==> config.mk <==
export PLATFORM = sky130hd
export DESIGN_NAME = raster_sequencer
export DESIGN_NICKNAME = d
export VERILOG_FILES = /design/src/rtl/raster_sequencer.sv
export SDC_FILE = /design/constraint.sdc
export NUM_CORES = 2
export LEC_CHECK = 0
export BUFFER_PORTS_ARGS = -buffer_cell sky130_fd_sc_hd__buf_2
export CAP_MARGIN = 20
export CORE_ASPECT_RATIO = 2
export CORE_MARGIN = 2
export CORE_UTILIZATION = 60
export CTS_CLUSTER_DIAMETER = 150
export DETAILED_ROUTE_END_ITERATION = 10
export PLACE_DENSITY = 0.79
export SYNTH_ARGS = -nofsm -noshare
export SYNTH_HDL_FRONTEND = slang
export SYNTH_SLANG_ARGS = --single-unit
==> constraint.sdc <==
create_clock -name clk -period 44.3 [get_ports clk]
set_clock_uncertainty 0.1 [all_clocks]
set_input_delay 4.43 -clock clk [delete_from_list [all_inputs] [get_ports clk]]
set_output_delay 4.43 -clock clk [all_outputs]
set_load 0.01 [all_outputs]
==> src/rtl/raster_sequencer.sv <==
// raster_sequencer: queues triangle commands and hands them to the rasterizer
// one at a time over a start/done handshake.
//   - command FIFO of DEPTH entries (pointers carry an extra wrap bit)
//   - per-triangle FSM IDLE -> LOAD -> START -> WAIT -> DONE -> IDLE
//   - frame_done pulse for last-flagged triangles, wrapping completion counter
// Optional build macro RASTER_SEQ_TIMEOUT_EN adds a WAIT watchdog that forces
// completion after TIMEOUT_CYCLES and raises a sticky timeout_err output.

module raster_seq_fifo #(
  parameter int W     = 8,
  parameter int DEPTH = 8
) (
  input  logic                         clk,
  input  logic                         areset,
  input  logic                         push,
  input  logic [W-1:0]                 wdata,
  input  logic                         pop,
  output logic [W-1:0]                 rdata,
  output logic                         full,
  output logic                         empty,
  output logic [$clog2(DEPTH+1)-1:0]   level
);
  localparam int AW    = $clog2(DEPTH);
  localparam int LVL_W = $clog2(DEPTH+1);

  logic [W-1:0] mem [DEPTH];
  logic [AW:0]  wr_ptr, rd_ptr;

  // Same index with different wrap bits means the writer lapped the reader.
  assign full  = (wr_ptr[AW] != rd_ptr[AW]) && (wr_ptr[AW-1:0] == rd_ptr[AW-1:0]);
  assign empty = (wr_ptr == rd_ptr);
  assign level = LVL_W'(wr_ptr - rd_ptr);
  assign rdata = mem[rd_ptr[AW-1:0]];

  // Storage needs no reset: the pointers alone decide what is valid.
  always_ff @(posedge clk) begin
    if (push) mem[wr_ptr[AW-1:0]] <= wdata;
  end

  // Pointer update; the wrap bit makes wrap-around seamless for power-of-2 depth.
  always_ff @(posedge clk or posedge areset) begin
    if (areset) begin
      wr_ptr <= '0;
      rd_ptr <= '0;
    end else begin
      if (push) wr_ptr <= wr_ptr + 1'b1;
      if (pop)  rd_ptr <= rd_ptr + 1'b1;
    end
  end
endmodule

module raster_sequencer #(
  parameter int COORD_W        = 32,
  parameter int DEPTH          = 8,
  parameter int CNT_W          = 16,
  parameter int TIMEOUT_CYCLES = 1048576
) (
  input  logic                         clk,
  input  logic                         areset,
  input  logic                         enable,
  input  logic                         in_valid,
  output logic                         in_ready,
  input  logic [3*COORD_W-1:0]         in_p1,
  input  logic [3*COORD_W-1:0]         in_p2,
  input  logic [3*COORD_W-1:0]         in_p3,
  input  logic                         in_last,
  output logic                         rast_start,
  output logic [3*COORD_W-1:0]         rast_p1,
  output logic [3*COORD_W-1:0]         rast_p2,
  output logic [3*COORD_W-1:0]         rast_p3,
  input  logic                         rast_done,
  output logic                         busy,
  output logic                         frame_done,
  output logic [CNT_W-1:0]             tri_count,
  output logic [$clog2(DEPTH+1)-1:0]   fifo_level
`ifdef RASTER_SEQ_TIMEOUT_EN
  ,
  output logic                         timeout_err
`endif
);
  localparam int VW = 3*COORD_W;

  typedef struct packed {
    logic [VW-1:0] p1;
    logic [VW-1:0] p2;
    logic [VW-1:0] p3;
    logic          last;
  } cmd_t;

  typedef enum logic [2:0] {
    S_IDLE,
    S_LOAD,
    S_START,
    S_WAIT,
    S_DONE
  } state_t;

  state_t state;
  cmd_t   wr_cmd, head_cmd, hold_q;
  logic   fifo_full, fifo_empty;
  logic   push, pop;
  logic   last_q;

`ifdef RASTER_SEQ_TIMEOUT_EN
  localparam int WD_W = $clog2(TIMEOUT_CYCLES+1);
  logic [WD_W-1:0] wd_cnt;
`endif

  // Acceptance depends only on occupancy, never on a same-cycle pop.
  assign in_ready = !fifo_full;
  assign push     = in_valid && in_ready;
  assign pop      = (state == S_IDLE) && enable && !fifo_empty;

  assign wr_cmd = '{p1: in_p1, p2: in_p2, p3: in_p3, last: in_last};

  raster_seq_fifo #(
    .W     ($bits(cmd_t)),
    .DEPTH (DEPTH)
  ) u_fifo (
    .clk   (clk),
    .areset(areset),
    .push  (push),
    .wdata (wr_cmd),
    .pop   (pop),
    .rdata (head_cmd),
    .full  (fifo_full),
    .empty (fifo_empty),
    .level (fifo_level)
  );

  // Triangle issue FSM; all handshake and status outputs are registered here.
  always_ff @(posedge clk or posedge areset) begin
    if (areset) begin
      state      <= S_IDLE;
      hold_q     <= '0;
      last_q     <= 1'b0;
      rast_p1    <= '0;
      rast_p2    <= '0;
      rast_p3    <= '0;
      rast_start <= 1'b0;
      busy       <= 1'b0;
      frame_done <= 1'b0;
      tri_count  <= '0;
`ifdef RASTER_SEQ_TIMEOUT_EN
      wd_cnt      <= '0;
      timeout_err <= 1'b0;
`endif
    end else begin
      rast_start <= 1'b0;
      frame_done <= 1'b0;
      unique case (state)
        S_IDLE: begin
          // Capture the head at pop time: its slot may be refilled right away.
          if (pop) begin
            hold_q <= head_cmd;
            busy   <= 1'b1;
            state  <= S_LOAD;
          end
        end
        S_LOAD: begin
          rast_p1    <= hold_q.p1;
          rast_p2    <= hold_q.p2;
          rast_p3    <= hold_q.p3;
          last_q     <= hold_q.last;
          rast_start <= 1'b1;
          state      <= S_START;
        end
        S_START: begin
          // rast_done here may be stale from the previous triangle; ignore it.
`ifdef RASTER_SEQ_TIMEOUT_EN
          wd_cnt <= '0;
`endif
          state <= S_WAIT;
        end
        S_WAIT: begin
          if (rast_done) begin
            tri_count  <= tri_count + 1'b1;
            frame_done <= last_q;
            state      <= S_DONE;
          end
`ifdef RASTER_SEQ_TIMEOUT_EN
          else if (wd_cnt == WD_W'(TIMEOUT_CYCLES-1)) begin
            // Treat a hung rasterizer as finished so the queue keeps draining.
            tri_count   <= tri_count + 1'b1;
            frame_done  <= last_q;
            timeout_err <= 1'b1;
            state       <= S_DONE;
          end else begin
            wd_cnt <= wd_cnt + 1'b1;
          end
`endif
        end
        S_DONE: begin
          busy  <= 1'b0;
          state <= S_IDLE;
        end
        default: begin
          busy  <= 1'b0;
          state <= S_IDLE;
        end
      endcase
    end
  end
endmodule

==> summary.txt <==
Detailed routing
  – Routed WL: roughly 240,000 um
  – Starting DRT DRC Count: 5,030
  – Via Count: between 50k and 60k
  – Wire per inst: 28.00 um
  – Post-DRT Antenna Nets: 0
  – Post-DR vias/cell: approximately 6.3
  – Residual DRC count: 0
  – Drt pass-1 iters: 5

Hold path
  – Hold depth: 1
  – Min-Delay Path Class: flip-flop to flip-flop
  – Worst hold start: tri_count[15]

Synthesis
  – Synth Warn #: 0
  – Seq/Total Area, Yosys: around 80%
  – Compound-cell area share of the yosys netlist: under 10%
  – Top_reg_cell synth: edfxtp_1
  – Xor/xnor share of the synthesized area: 0.1937%
  – Yosys reg bits: 2,920
  – Post-Syn Instances: between 5k and 6k
  – Synth Area in Simple Gates: between 3 and 4%
  – Synthesized Nets: 5,634
  – Share of synthesized cell area in full adder, half adder and majority cells: less than 1%
  – Number of synthesized flops with an enable pin: roughly 2.3k
  – Cell Area, Synth: 108,500 sq um
  – Largest family of logic cells by synthesized area: multiplexers
  – Mapped Avg Cell Area: 20.35 sq um
  – Async S/R FF share, synth: around a fifth
  – Mux share of post-synthesis cell area: around 15%
  – Synth cell types: 33

Timing
  – Hold slack: around 0.37 ns
  – Hold violation total from the final report: 0
  – Pin slew with the least headroom to its limit: about 1.3 ns
  – TNS Setup: 0 ns
  – Worst slew margin: 15.73%
  – Max Fclk: approximately 0.13 GHz
  – Slew Limit Fails: 0
  – Fin crit share: 17.26%
  – Final setup viols: 0
  – RSZ-0062 raised after global routing: no
  – Post-layout min period: ~7.6 ns

Die
  – Starting density of the core: around three fifths
  – Std cell rows: 220
  – # IOs: roughly 600
  – Die Y: between 600 and 700 um
  – Core ar.: between 150,000 and 200,000 sq um
  – Die Width: ~300 um
  – Die area: 184,500 sq um

Clock tree
  – CTS Buffer Depth: 4
  – Clock transition at path regs: approximately 0.070 ns
  – CTS H-tree lvls: 4
  – Worst-Skew Late Latency: 0.85 ns
  – PostCTS Resize Cnt: 0
  – Buffer count from post-CTS setup fixing: 0
  – Clk root buf: clkbuf_16
  – Cts bufs inserted: about 240
  – CTS tree: built
  – # clock sinks: 2,920
  – Cts hold-fix bufs: 0

Finish
  – Layout cell share with drive strength beyond 1: a little under a third
  – # nets final: about 6.3k
  – Filler instances: 11.13k
  – Area overhead of the layout relative to synthesis: 11.95%
  – Final Instance Count excl. Fillers: about 8.5k

Critical path
  – RR Startpoint: u_fifo.rd_ptr[2]
  – Setup crit start: in_valid
  – Startpoint Class: primary input
  – CP max FO: 53
  – Crit path DAT: between 8 and 9 ns
  – CP Data Required Time: approximately 45 ns
  – Crit path kind: primary input to flip-flop
  – Crit path capture type: flip-flop
  – Reg2reg path depth: 7

Placement
  – Port Buffers: between 600 and 700
  – Hpwl dp: 130,800 um
  – GP Congestion: 0.7620
  – Post-Place Cells: around 8.1k

GRT
  – Initial antenna violation count: slightly below 100
  – Total GRT Usage: roughly a quarter
  – Largest net degree at the start of global routing: between 150 and 200
  – Vias in the first global route: between 50k and 60k
  – Global-route wire length before repair: about 360,000 um
  – GRT overflow: 0

Pwr
  – VDD IR-drop max: between 0.00006 and 0.00007 V
  – Pwr dens: about 69 nW/um^2
  – Leak Pwr: 41.54 nW

Status
  – Status: completed

Flow run
  – Max Cap Viol: 0
==> kinds of logic (layout without fill, tap and decap cells) <==
kind of cell / Yosys count / in the layout
AO/OA/AOI/OAI: 298 / 298
XOR/XNOR: 24 / 24
adder cells (fa/ha/maj): 7 / 7
buffers and inverters: 302 / 1136
flip-flops: 2920 / 2920
multiplexers: 869 / 869
other: 0 / 46
AND/OR/NAND/NOR: 913 / 913
==> final timing paths <==
| kind | endpoint | slack, ns |
|---|---|---|
| max in group asynchronous | rast_p3[61] | 38.17 |
| setup / recovery | u_fifo.mem[2][115] | 36.65 |
| setup reg to reg | u_fifo.mem[2][115] | 38.62 |
| hold reg to reg | tri_count[15] | 0.37 |
| min in group asynchronous | hold_q[145] | 3.59 |
| hold / removal | tri_count[15] | 0.37 |
==> final cells by class <==
type	instances	area, sq um	share of cell area (%)
antenna	46	115.1	0.09475
multi-input combinational	2111	22030	18.13
tap	2331	2917	2.401
inverter	9	56.30	0.04634
timing repair buffer	687	3879	3.193
sequential	2920	84650	69.68
clock buffer	322	6596	5.429
clock inverter	118	1249	1.028
==> per-stage QoR <==
stage / setup WS [ns] / utilization, % / instance area, sq um / total power [W]
after floorplan: 18.45 / - / 108500 / 0.005701
after CTS: 36.62 / 67.47 / 121300 / 0.008402
after global routing: 36.48 / 67.55 / 121400 / 0.008694
after global placement: 35.84 / 63.10 / 113400 / 0.006174
after detailed placement: 35.75 / 63.10 / 113400 / 0.006261
final: 36.65 / 67.59 / 121500 / 0.008332
==> critical path, cell delays in order <==
cell and delay, ns:
buf_2 0.09, inv_1 0.04, a41oi_1 0.59, nand2_1 0.39, nor2_4 0.71, buf_4 0.81
buf_4 0.82
==> cell usage in the layout, fill, tap and decap left out, types with 3 or more instances in the layout <==
master and n:
edfxtp_1 2312, dfrtp_1 605, buf_2 605, nand2_1 590
mux4_2 578, mux2_2 291, nor2_1 289, a31oi_1 289
clkbuf_16 242, buf_4 65, clkbuf_1 56, clkinv_2 50
diode_2 46, bufinv_16 24, clkbuf_8 24, xnor2_1 19
clkinv_1 17, buf_12 14, clkinvlp_4 13, nand4_1 7
inv_1 6, ha_1 6, inv_6 6, clkinv_4 6
xor2_1 5, nand3_1 5, nor2_4 5, nand2b_1 4
inv_8 3, a21oi_1 3, and4_1 3, and3_1 3
o21ai_0 3, buf_16 3, dfrtp_4 3
==> per-layer routing <==
metal	vias to the layer above	GRT usage, %	wire [um]
li1	22350	-	-
met1	28150	33.60	88000
met2	2306	44.62	123800
met3	514	5.813	19930
met4	86	8.485	6971
met5	-	0	564
==> Yosys cell counts (2+ instances only) <==
master / instances / area share (%)
buf_6: 24 / 0.25
nand3_1: 5 / 0.023
nand4_1: 7 / 0.040
xor2_1: 5 / 0.040
buf_2: 119 / 0.55
ha_1: 6 / 0.069
buf_1: 20 / 0.069
nand2b_1: 4 / 0.023
mux4_2: 578 / 12
buf_4: 58 / 0.40
nor3_1: 2 / 0.0092
o21ai_0: 3 / 0.014
and3_1: 3 / 0.017
dfrtp_1: 608 / 14
inv_1: 9 / 0.031
and2_1: 2 / 0.012
and4_1: 3 / 0.024
edfxtp_1: 2312 / 64
mux2_2: 291 / 3.0
nor2_1: 294 / 1.0
xnor2_1: 19 / 0.15
nand2_1: 590 / 2.0
clkbuf_1: 51 / 0.18
a31oi_1: 289 / 1.7
a21oi_1: 3 / 0.014
buf_8: 21 / 0.29
==> sequential cells by signal (all words and copies together), names as in the netlist <==
name,count
u_fifo.rd_ptr,4
rast_start,1
rast_p2,96
hold_q,289
last_q,1
frame_done,1
state,3
busy,1
rast_p3,96
u_fifo.wr_ptr,4
tri_count,16
rast_p1,96
u_fifo.mem,2312
==> where the power goes <==
| group | leakage, nW | internal (W) | switching, W |
|---|---|---|---|
| sequential | 27.9 | 0.00360 | 0.000322 |
| clock | 3.84 | 0.00119 | 0.000943 |
| combinational | 9.84 | 0.00101 | 0.00127 |
| total | 41.5 | 0.00580 | 0.00253 |
Power figures use the tool's default switching activity.
